### src/rtl/i2c_target_regs.sv
// i2c_target_regs: I2C target (responder) with a 2**PTR_W x 8 register bank and a direct host port.
// Optional: define I2C_TARGET_AUTOINC_EN to advance the register pointer after every data byte.
module i2c_target_regs #(
    parameter logic [6:0] I2C_ADDR = 7'h50,
    parameter int         PTR_W    = 4
) (
    input  logic             clk,
    input  logic             reset,
    input  logic             scl_i,
    input  logic             sda_i,
    output logic             sda_oe,
    input  logic [PTR_W-1:0] host_addr,
    input  logic [7:0]       host_wdata,
    input  logic             host_we,
    output logic [7:0]       host_rdata,
    output logic             wr_strobe,
    output logic [PTR_W-1:0] wr_index,
    output logic             busy
);
`ifdef I2C_TARGET_AUTOINC_EN
    localparam logic AUTOINC = 1'b1;
`else
    localparam logic AUTOINC = 1'b0;
`endif
    typedef enum logic [2:0] {IDLE, ADDR, ACK, PTR, WDATA, RDATA, RACK} state_t;
    state_t state, ack_next;
    logic [7:0] bank [2**PTR_W];
    logic [PTR_W-1:0] ptr, ptr_adv;
    logic [7:0] sr, rx_byte;
    logic [3:0] cnt;
    logic acked;
    logic scl_m, scl_s, scl_p, sda_m, sda_s, sda_p;
    logic scl_rise, scl_fall, start, stop;
    assign scl_rise = scl_s & ~scl_p;
    assign scl_fall = ~scl_s & scl_p;
    assign start    = scl_s & scl_p & sda_p & ~sda_s;
    assign stop     = scl_s & scl_p & ~sda_p & sda_s;
    assign rx_byte  = {sr[6:0], sda_s};
    assign ptr_adv  = ptr + PTR_W'(AUTOINC);
    assign host_rdata = bank[host_addr];

    // two-flop synchronizers followed by a previous-value flop for edge detection; idle bus level is 1
    always_ff @(posedge clk or posedge reset) begin
        if (reset) {scl_m, scl_s, scl_p, sda_m, sda_s, sda_p} <= '1;
        else {scl_m, scl_s, scl_p, sda_m, sda_s, sda_p} <= {scl_i, scl_m, scl_s, sda_i, sda_m, sda_s};
    end

    // protocol FSM and register bank; an I2C store is written after the host write so it wins on the same index
    always_ff @(posedge clk or posedge reset) begin
        if (reset) begin
            state     <= IDLE;
            ack_next  <= IDLE;
            bank      <= '{default: '0};
            ptr       <= '0;
            sr        <= '0;
            cnt       <= '0;
            acked     <= 1'b0;
            sda_oe    <= 1'b0;
            wr_strobe <= 1'b0;
            wr_index  <= '0;
            busy      <= 1'b0;
        end else begin
            wr_strobe <= 1'b0;
            if (host_we) bank[host_addr] <= host_wdata;
            if (start) begin
                state  <= ADDR;
                cnt    <= '0;
                sda_oe <= 1'b0;
                busy   <= 1'b0;
            end else if (stop) begin
                state  <= IDLE;
                sda_oe <= 1'b0;
                busy   <= 1'b0;
            end else begin
                case (state)
                    ADDR: if (scl_rise) begin
                        sr  <= rx_byte;
                        cnt <= cnt + 4'd1;
                        if (cnt == 4'd7) begin
                            if (rx_byte[7:1] == I2C_ADDR) begin
                                busy     <= 1'b1;
                                acked    <= 1'b0;
                                ack_next <= rx_byte[0] ? RDATA : PTR;
                                state    <= ACK;
                            end else state <= IDLE;
                        end
                    end
                    // first SCL fall pulls SDA for the ACK slot, second fall leaves the slot
                    ACK: if (scl_fall) begin
                        if (!acked) begin
                            acked  <= 1'b1;
                            sda_oe <= 1'b1;
                        end else begin
                            cnt    <= '0;
                            sr     <= bank[ptr];
                            sda_oe <= (ack_next == RDATA) & ~bank[ptr][7];
                            state  <= ack_next;
                        end
                    end
                    PTR: if (scl_rise) begin
                        sr  <= rx_byte;
                        cnt <= cnt + 4'd1;
                        if (cnt == 4'd7) begin
                            ptr      <= rx_byte[PTR_W-1:0];
                            acked    <= 1'b0;
                            ack_next <= WDATA;
                            state    <= ACK;
                        end
                    end
                    WDATA: if (scl_rise) begin
                        sr  <= rx_byte;
                        cnt <= cnt + 4'd1;
                        if (cnt == 4'd7) begin
                            bank[ptr] <= rx_byte;
                            wr_strobe <= 1'b1;
                            wr_index  <= ptr;
                            ptr       <= ptr_adv;
                            acked     <= 1'b0;
                            ack_next  <= WDATA;
                            state     <= ACK;
                        end
                    end
                    // bit 7 was driven on entry; cnt counts SCL rises so ~cnt[2:0] selects the next bit
                    RDATA: if (scl_rise) cnt <= cnt + 4'd1;
                    else if (scl_fall) begin
                        if (cnt == 4'd8) begin
                            sda_oe <= 1'b0;
                            acked  <= 1'b0;
                            state  <= RACK;
                        end else sda_oe <= ~sr[~cnt[2:0]];
                    end
                    RACK: if (scl_rise) begin
                        ptr <= ptr_adv;
                        if (sda_s) begin
                            busy  <= 1'b0;
                            state <= IDLE;
                        end else acked <= 1'b1;
                    end else if (scl_fall && acked) begin
                        sr     <= bank[ptr];
                        sda_oe <= ~bank[ptr][7];
                        cnt    <= '0;
                        state  <= RDATA;
                    end
                    default: ;
                endcase
            end
        end
    end
endmodule

### config.mk
export PLATFORM = sky130hd
export DESIGN_NAME = i2c_target_regs
export DESIGN_NICKNAME = d
export VERILOG_FILES = /design/src/rtl/i2c_target_regs.sv
export SDC_FILE = /design/constraint.sdc
export NUM_CORES = 1
export LEC_CHECK = 0
export ABC_AREA = 1
export BUFFER_PORTS_ARGS = -buffer_cell sky130_fd_sc_hd__buf_4
export CELL_PAD_IN_SITES_DETAIL_PLACEMENT = 1
export CELL_PAD_IN_SITES_GLOBAL_PLACEMENT = 1
export CORE_MARGIN = 2
export CORE_UTILIZATION = 40
export DETAILED_ROUTE_END_ITERATION = 16
export MAX_ROUTING_LAYER = met4
export PLACE_DENSITY = 0.78
export SYNTH_ARGS = -nofsm -noshare
export SYNTH_HDL_FRONTEND = slang
export SYNTH_SLANG_ARGS = --single-unit
export TNS_END_PERCENT = 1
### constraint.sdc
create_clock -name clk -period 12.35 [get_ports clk]
set_input_delay 1.8525 -clock clk [delete_from_list [all_inputs] [get_ports clk]]
set_output_delay 1.8525 -clock clk [all_outputs]
set_load 0.02 [all_outputs]
==> flow_summary.ini, run 1 <==
[layout]
final_cell_mix = 435 x nand2_1, 182 x o21ai_0, 163 x inv_1, 158 x dfrtp_1, 68 x nand3_1
area_growth_pct = 8.436
nFillCells = 3284
mostFrequentLayoutCell = nand2_1
nets = 1447
multiInputGateArea_um2 = 5433
antenna_cells = 0
drive_above_1_share = 0.1201
regArea_um2 = 4111

[die]
core_um2 = 26130
initial_core_util = 0.4081
io_pins = 32
std_cell_rows = 59
fp.dieH_um = 167.3
dieWidth_um = 167.3
die-area_um2 = 27980

[synthesis]
synth_compound_area_frac = 0.2313
synthCells = 1454
yosys.area_share.simple = 0.2632
muxShareOfSynthArea = 0.01162
yosysWarnings = 0
synth_fa_ha_area_frac = 0.002347
yosys_register_bits = 164
syn_area_um2 = 10660
yosysSeqAreaShare = 0.3855
synth_top_family_by_area = simple AND/OR/NAND/NOR gates
syn_avg_cell_area_um2 = 7.334
syn_nets = 1473
synth_cell_types = 48
synth_xor_area_frac = 0.0008213

[place]
port_buffers = 31
post-place-ws_ns = 6.656
place_hpwl_mm = 32.06
place.gp.congestion = 1.026

[cts]
clk_path_buf_depth = 2
cts_resized = 0
clock_latency_ns = 0.45
post_cts_buffers = 0
htree_levels = 4
clk_pin_slew_worst_paths_ns = 0.07
cts_tree = yes
numCtsBuffers = 17
cts_root_buf = clkbuf_16
cts_hold_buf = 0
clkSinkCount = 164

[flow_run]
maxCapViolations = 0

[sta]
max_freq_ghz = 0.1761
slew_violations = 0
finalClockSkew_ns = 0.02284
rsz0062_at_grt = false
setup_slack_ns = 6.672
relSlewSlack = 0.2532
worstMarginPinSlew_ns = 1.116
hold_viol = 0
setup_tns_ns = 0
period_minus_slack_ns = 5.678
finalSetupViolCount = 0
post-route-period-util = 0.4598

[run_status]
status = finished, violations left
violations = DRC

[power_and_ir_drop]
p_per_area_nw_per_um2 = 174.7
vdd_drop_max_uv = 93.95
power.leakage_nw = 5.634

[drt]
final_antenna_net_count = 0
drt_wl_total_mm = 44.47
avgRoutedWirePerCell_um = 25.04
viasPerCell = 6.010
vias = 10670
dr.pass1.iters = 12
drt_iter0_markers = 1188
drc = 3

[setup_path]
endpoint_kind = primary output
crit_path_start_kind = input port
slowest_stage = nand2_1
path_delay_family = simple AND/OR/NAND/NOR gates
crit_arrival_ns = 3.83
path_cells = buf_4 -> inv_2 -> nand2_1 -> o221ai_1 -> nand2_1 -> nand4_1 -> buf_4
cp_max_fo = 29
cp_num_buf_inv = 3
required_ns = 10.50
slowest_delay_ns = 0.64
critical_path_class = in -> out

[grt]
grt_pass1_vias = 10540
grt_start_max_net_pins = 97
grt-busiest-layer = met1
grt_pass1_wl_mm = 67.43
use_met2 = 0.4721
met3_usage = 0.04845
grt_usage = 0.3325
met1_usage = 0.4791
antenna_found_initial = 0
grt.overflow.total = 0

[min_path]
hold_path.class = reg -> reg
metrics by stage:
stage          hold slack [ns]  cell area [um2]  cells  power [mW]    util
2_1_floorplan           0.3452            10660   1454       1.165       -
3_3_place_gp            0.3459            10940   1744       1.407  0.4185
3_5_place_dp            0.3475            10940   1744       1.422  0.4185
4_1_cts                 0.3578            11560   1776       2.016  0.4425
5_1_grt                 0.3619            11560   1776       2.125  0.4425
6_report                0.3587            11560   1776       2.020  0.4425
final cells by class:
type | instances | share of cell area
sequential | 164 | 0.3556
tap | 335 | 0.03625
clock buffer | 18 | 0.03798
clock inverter | 14 | 0.01634
multi-input combinational | 1028 | 0.4698
inverter | 179 | 0.05940
timing repair buffer | 38 | 0.02467
worst reg2reg max path, stage by stage (launching register included):
cell and delay (ns):
dfrtp_1 0.64, nand2_2 0.56, inv_1 0.43, nand2_1 0.14
o21ai_0 0.15, o21ai_0 0.18, nand2_1 0.09, nor2_1 0.25
nand2_1 0.11, nand3_1 0.09, nand2_1 0.05
synthesized netlist by cell type, drive strengths merged:
cell / instances / share of area
nor4: 1 / 0.0020
o21ai: 231 / 0.11
and2: 1 / 0.00059
o2111ai: 7 / 0.0057
nor3: 7 / 0.0073
a31oi: 8 / 0.0047
dfrtp: 158 / 0.37
dfstp: 6 / 0.015
a22oi: 42 / 0.030
buf: 39 / 0.026
o211ai: 72 / 0.053
nor2: 71 / 0.038
o21bai: 1 / 0.00070
mux2: 11 / 0.012
clkinv: 2 / 0.00070
nand3: 74 / 0.038
nand2: 451 / 0.17
o21a: 1 / 0.00070
nand4: 11 / 0.0084
a21oi: 12 / 0.0067
o221ai: 15 / 0.012
clkbuf: 44 / 0.015
inv: 177 / 0.063
xor2: 1 / 0.00082
nor3b: 2 / 0.0014
ha: 2 / 0.0023
o22ai: 7 / 0.0041
where the power goes:
| group | internal, mW | switching [mW] |
|---|---|---|
| Sequential | 0.655 | 0.200 |
| Clock | 0.315 | 0.271 |
| Combinational | 0.199 | 0.380 |
| Total | 1.17 | 0.851 |
registers in the layout (all words and copies together) (netlist names):
name and cells:
bank 128, sr 8, cnt 4, ptr 4, wr_index 4, ack_next 3
state 3, acked 1, busy 1, scl_m 1, scl_p 1, scl_s 1
sda_m 1, sda_oe 1, sda_p 1, sda_s 1, wr_strobe 1
per-layer routing:
layer  share of wire  vias up
met5               0        -
met4           0.038        0
met3           0.077       75
met2            0.42      423
met1            0.46     5376
li1                -     4800
kinds of logic after synthesis:
kind of cell | count (synthesis)
xor+xnor | 1
fa+ha+maj | 2
flops | 164
simple gates | 618
compound gates | 396
buf+inv | 262
mux | 11
worst paths after layout:
check,depth (start not counted),slack (ns),endpoint,startpoint
worst max-delay path,7,6.67,host_rdata[0],host_addr[0]
worst min-delay path,0,0.36,sda_s,sda_m
worst max register to register,10,9.55,sr[2],ptr[0]
worst min register to register,0,0.36,sda_s,sda_m
max in group asynchronous,3,9.25,bank[79],reset
min in group asynchronous,2,1.62,bank[120],reset
(Power assumes the default switching activity.)
==> run 2: changes to the inputs <==
ABC_AREA = 0   (was 1)
PLACE_DENSITY = 0.75   (was 0.78)
clock period = 5.02 ns   (was 12.35 ns; I/O delays follow)
==> run 2 against run 1 <==
  * Global-route usage decreased by 7.0 points
  * The run now ends clean
  * Critical endpoint is now host_rdata[7]
  * Clock power rose by 130%
  * Sequential share of layout area is 1.9 points higher
  * First-iteration DRC count decreased by 36%
  * Highest routed layer unchanged
  * Critical path depth down 3
  * Critical path type unchanged
  * Count of clock-buffer cells in the layout up 4
==> flow_summary.ini, run 2 <==
[run_status]
status = complete, no violations

[layout]
nFillCells = 2650
nets = 929
top_regs = bank: 128 flops, sr: 8 flops
final_cell_mix = 164 x nor2_1, 156 x dfrtp_1, 145 x a21oi_1, 138 x mux2i_1, 75 x mux4_2
multiInputGateArea_um2 = 5520
mostFrequentLayoutCell = nor2_1
largest_reg_flops = 128
regArea_um2 = 4114
regMostFlops = bank
drive_above_1_share = 0.1996
area_growth_pct = 9.387

[drt]
drt_wl_total_mm = 32.40
vias = 7825
drc = 0
final_antenna_net_count = 0
avgRoutedWirePerCell_um = 25.96
drt_iter0_markers = 759
dr.pass1.iters = 5
viasPerCell = 6.270

[sta]
max_freq_ghz = 0.2978
finalSetupViolCount = 0
rsz0062_at_grt = false
relSlewSlack = 0.3021
period_minus_slack_ns = 3.358
finalClockSkew_ns = 0.01639
setup_tns_ns = 0
slew_violations = 0
post-route-period-util = 0.6690
worstMarginPinSlew_ns = 1.043
hold_viol = 0

[synthesis]
yosysSeqAreaShare = 0.4096
synth_cell_types = 52
synth.most_common_cell = nor2_1
synthCells = 934
ys.flop_type = dfrtp_1
synth_top_area_share = 0.3939
yosysWarnings = 0
synth.cells.most_frequent = 164 x nor2_1, 158 x dfrtp_1, 145 x a21oi_1, 138 x mux2i_1, 75 x mux4_2
yosysTopAreaCell = dfrtp_1
yosys_register_bits = 164
syn_avg_cell_area_um2 = 10.75
synthArstFlopShare = 1.000
synth_edf_count = 0
syn_area_um2 = 10040
syn_nets = 953
synth.area.top_cells = dfrtp_1 39%, mux4_2 17%, mux2i_1 14%

[power_and_ir_drop]
vdd_drop_max_uv = 208.7
power.total_mw = 4.452
power.leakage_nw = 4.255
p_per_area_nw_per_um2 = 405.5

[cts]
htree_levels = 4
cts_resized = 0
clk_path_buf_depth = 2
clkSinkCount = 164
post_cts_buffers = 0
cts_root_buf = clkbuf_16
clk_pin_slew_worst_paths_ns = 0.07
cts_tree = yes
clock_latency_ns = 0.45
numCtsBuffers = 17
cts_hold_buf = 0

[setup_path]
cp-startpoint = host_addr[0]
path_cells = buf_4 -> mux4_2 -> mux4_2 -> buf_4
r2r-start = scl_s
crit_path_start_kind = input port
critical_path_class = in -> out
endpoint_kind = primary output
slowest_stage = mux4_2
required_ns = 4.27
cp_max_fo = 41
crit_arrival_ns = 2.61
slowest_delay_ns = 0.61

[grt]
grt_pass1_wl_mm = 49.78
met3_usage = 0.05195
grt.overflow.total = 0
met1_usage = 0.3502
grt-busiest-layer = met2
grt_usage = 0.2626
use_met2 = 0.3932
antenna_found_initial = 2
grt_pass1_vias = 8021
grt_start_max_net_pins = 165

[die]
fp.dieH_um = 162.4
initial_core_util = 0.4103
die-area_um2 = 26380
core_um2 = 24460
dieWidth_um = 162.4
io_pins = 32
std_cell_rows = 57

[min_path]
min_from = sda_m
hold_path.class = reg -> reg

[place]
place.gp.congestion = 0.8739
port_buffers = 31
place_hpwl_mm = 21.47

[flow_run]
maxCapViolations = 0
run 2: worst paths after layout:
kind	to	slack (ns)	cells after the start
setup / recovery	host_rdata[7]	1.66	4
hold / removal	sda_s	0.36	0
setup reg to reg	bank[46]	1.89	6
hold reg to reg	sda_s	0.36	0
max in group asynchronous	bank[1]	3.77	3
min in group asynchronous	bank[121]	0.58	3
run 2: cell families after synthesis:
| kind of cell | after synthesis | share of synthesized area |
|---|---|---|
| buffers and inverters | 90 | 0.04039 |
| AO/OA/AOI/OAI | 191 | 0.1058 |
| AND/OR/NAND/NOR | 256 | 0.1158 |
| multiplexers | 230 | 0.3250 |
| flip-flops | 164 | 0.4096 |
| adder cells (fa/ha/maj) | 2 | 0.002493 |
| XOR/XNOR | 1 | 0.0008728 |
run 2: final cells by class:
class / instances / area share
diodes: 2 / 0.0004558
clock buffers: 22 / 0.04410
clock inverters: 9 / 0.01083
inverters: 10 / 0.003761
multi-input cells: 680 / 0.5028
flip-flops and latches: 164 / 0.3747
well taps: 324 / 0.03692
repair buffers: 37 / 0.02644
run 2: critical path, delay by kind of cell:
kind | cells | cell delay [ns]
muxes | 2 | 1.11
buffers and inverters | 2 | 0.70
run 2: metal layers:
layer	wire length (um)	part of all wire
met1	13980	0.43
met2	14880	0.46
met3	1999	0.062
met4	1538	0.047
met5	0	0
run 2: power by group:
group	internal (mW)	switching (mW)	leakage, nW
Combinational	0.534	0.427	2.11
Clock	0.789	0.583	0.289
Sequential	1.61	0.511	1.86
run 2: metrics by stage:
stage / hold WS (ns) / util / instance area, um2 / std cells / setup slack [ns]
finish: 0.3555 / 0.4488 / 10980 / 1248 / 1.662
global route: 0.3643 / 0.4488 / 10980 / 1248 / 1.576
CTS: 0.3530 / 0.4486 / 10970 / 1246 / 1.633
detailed placement: 0.3497 / 0.4240 / 10370 / 1215 / 1.632
global placement: 0.3483 / 0.4240 / 10370 / 1215 / 1.658
floorplan: 0.3452 / - / 10040 / 934 / 2.048
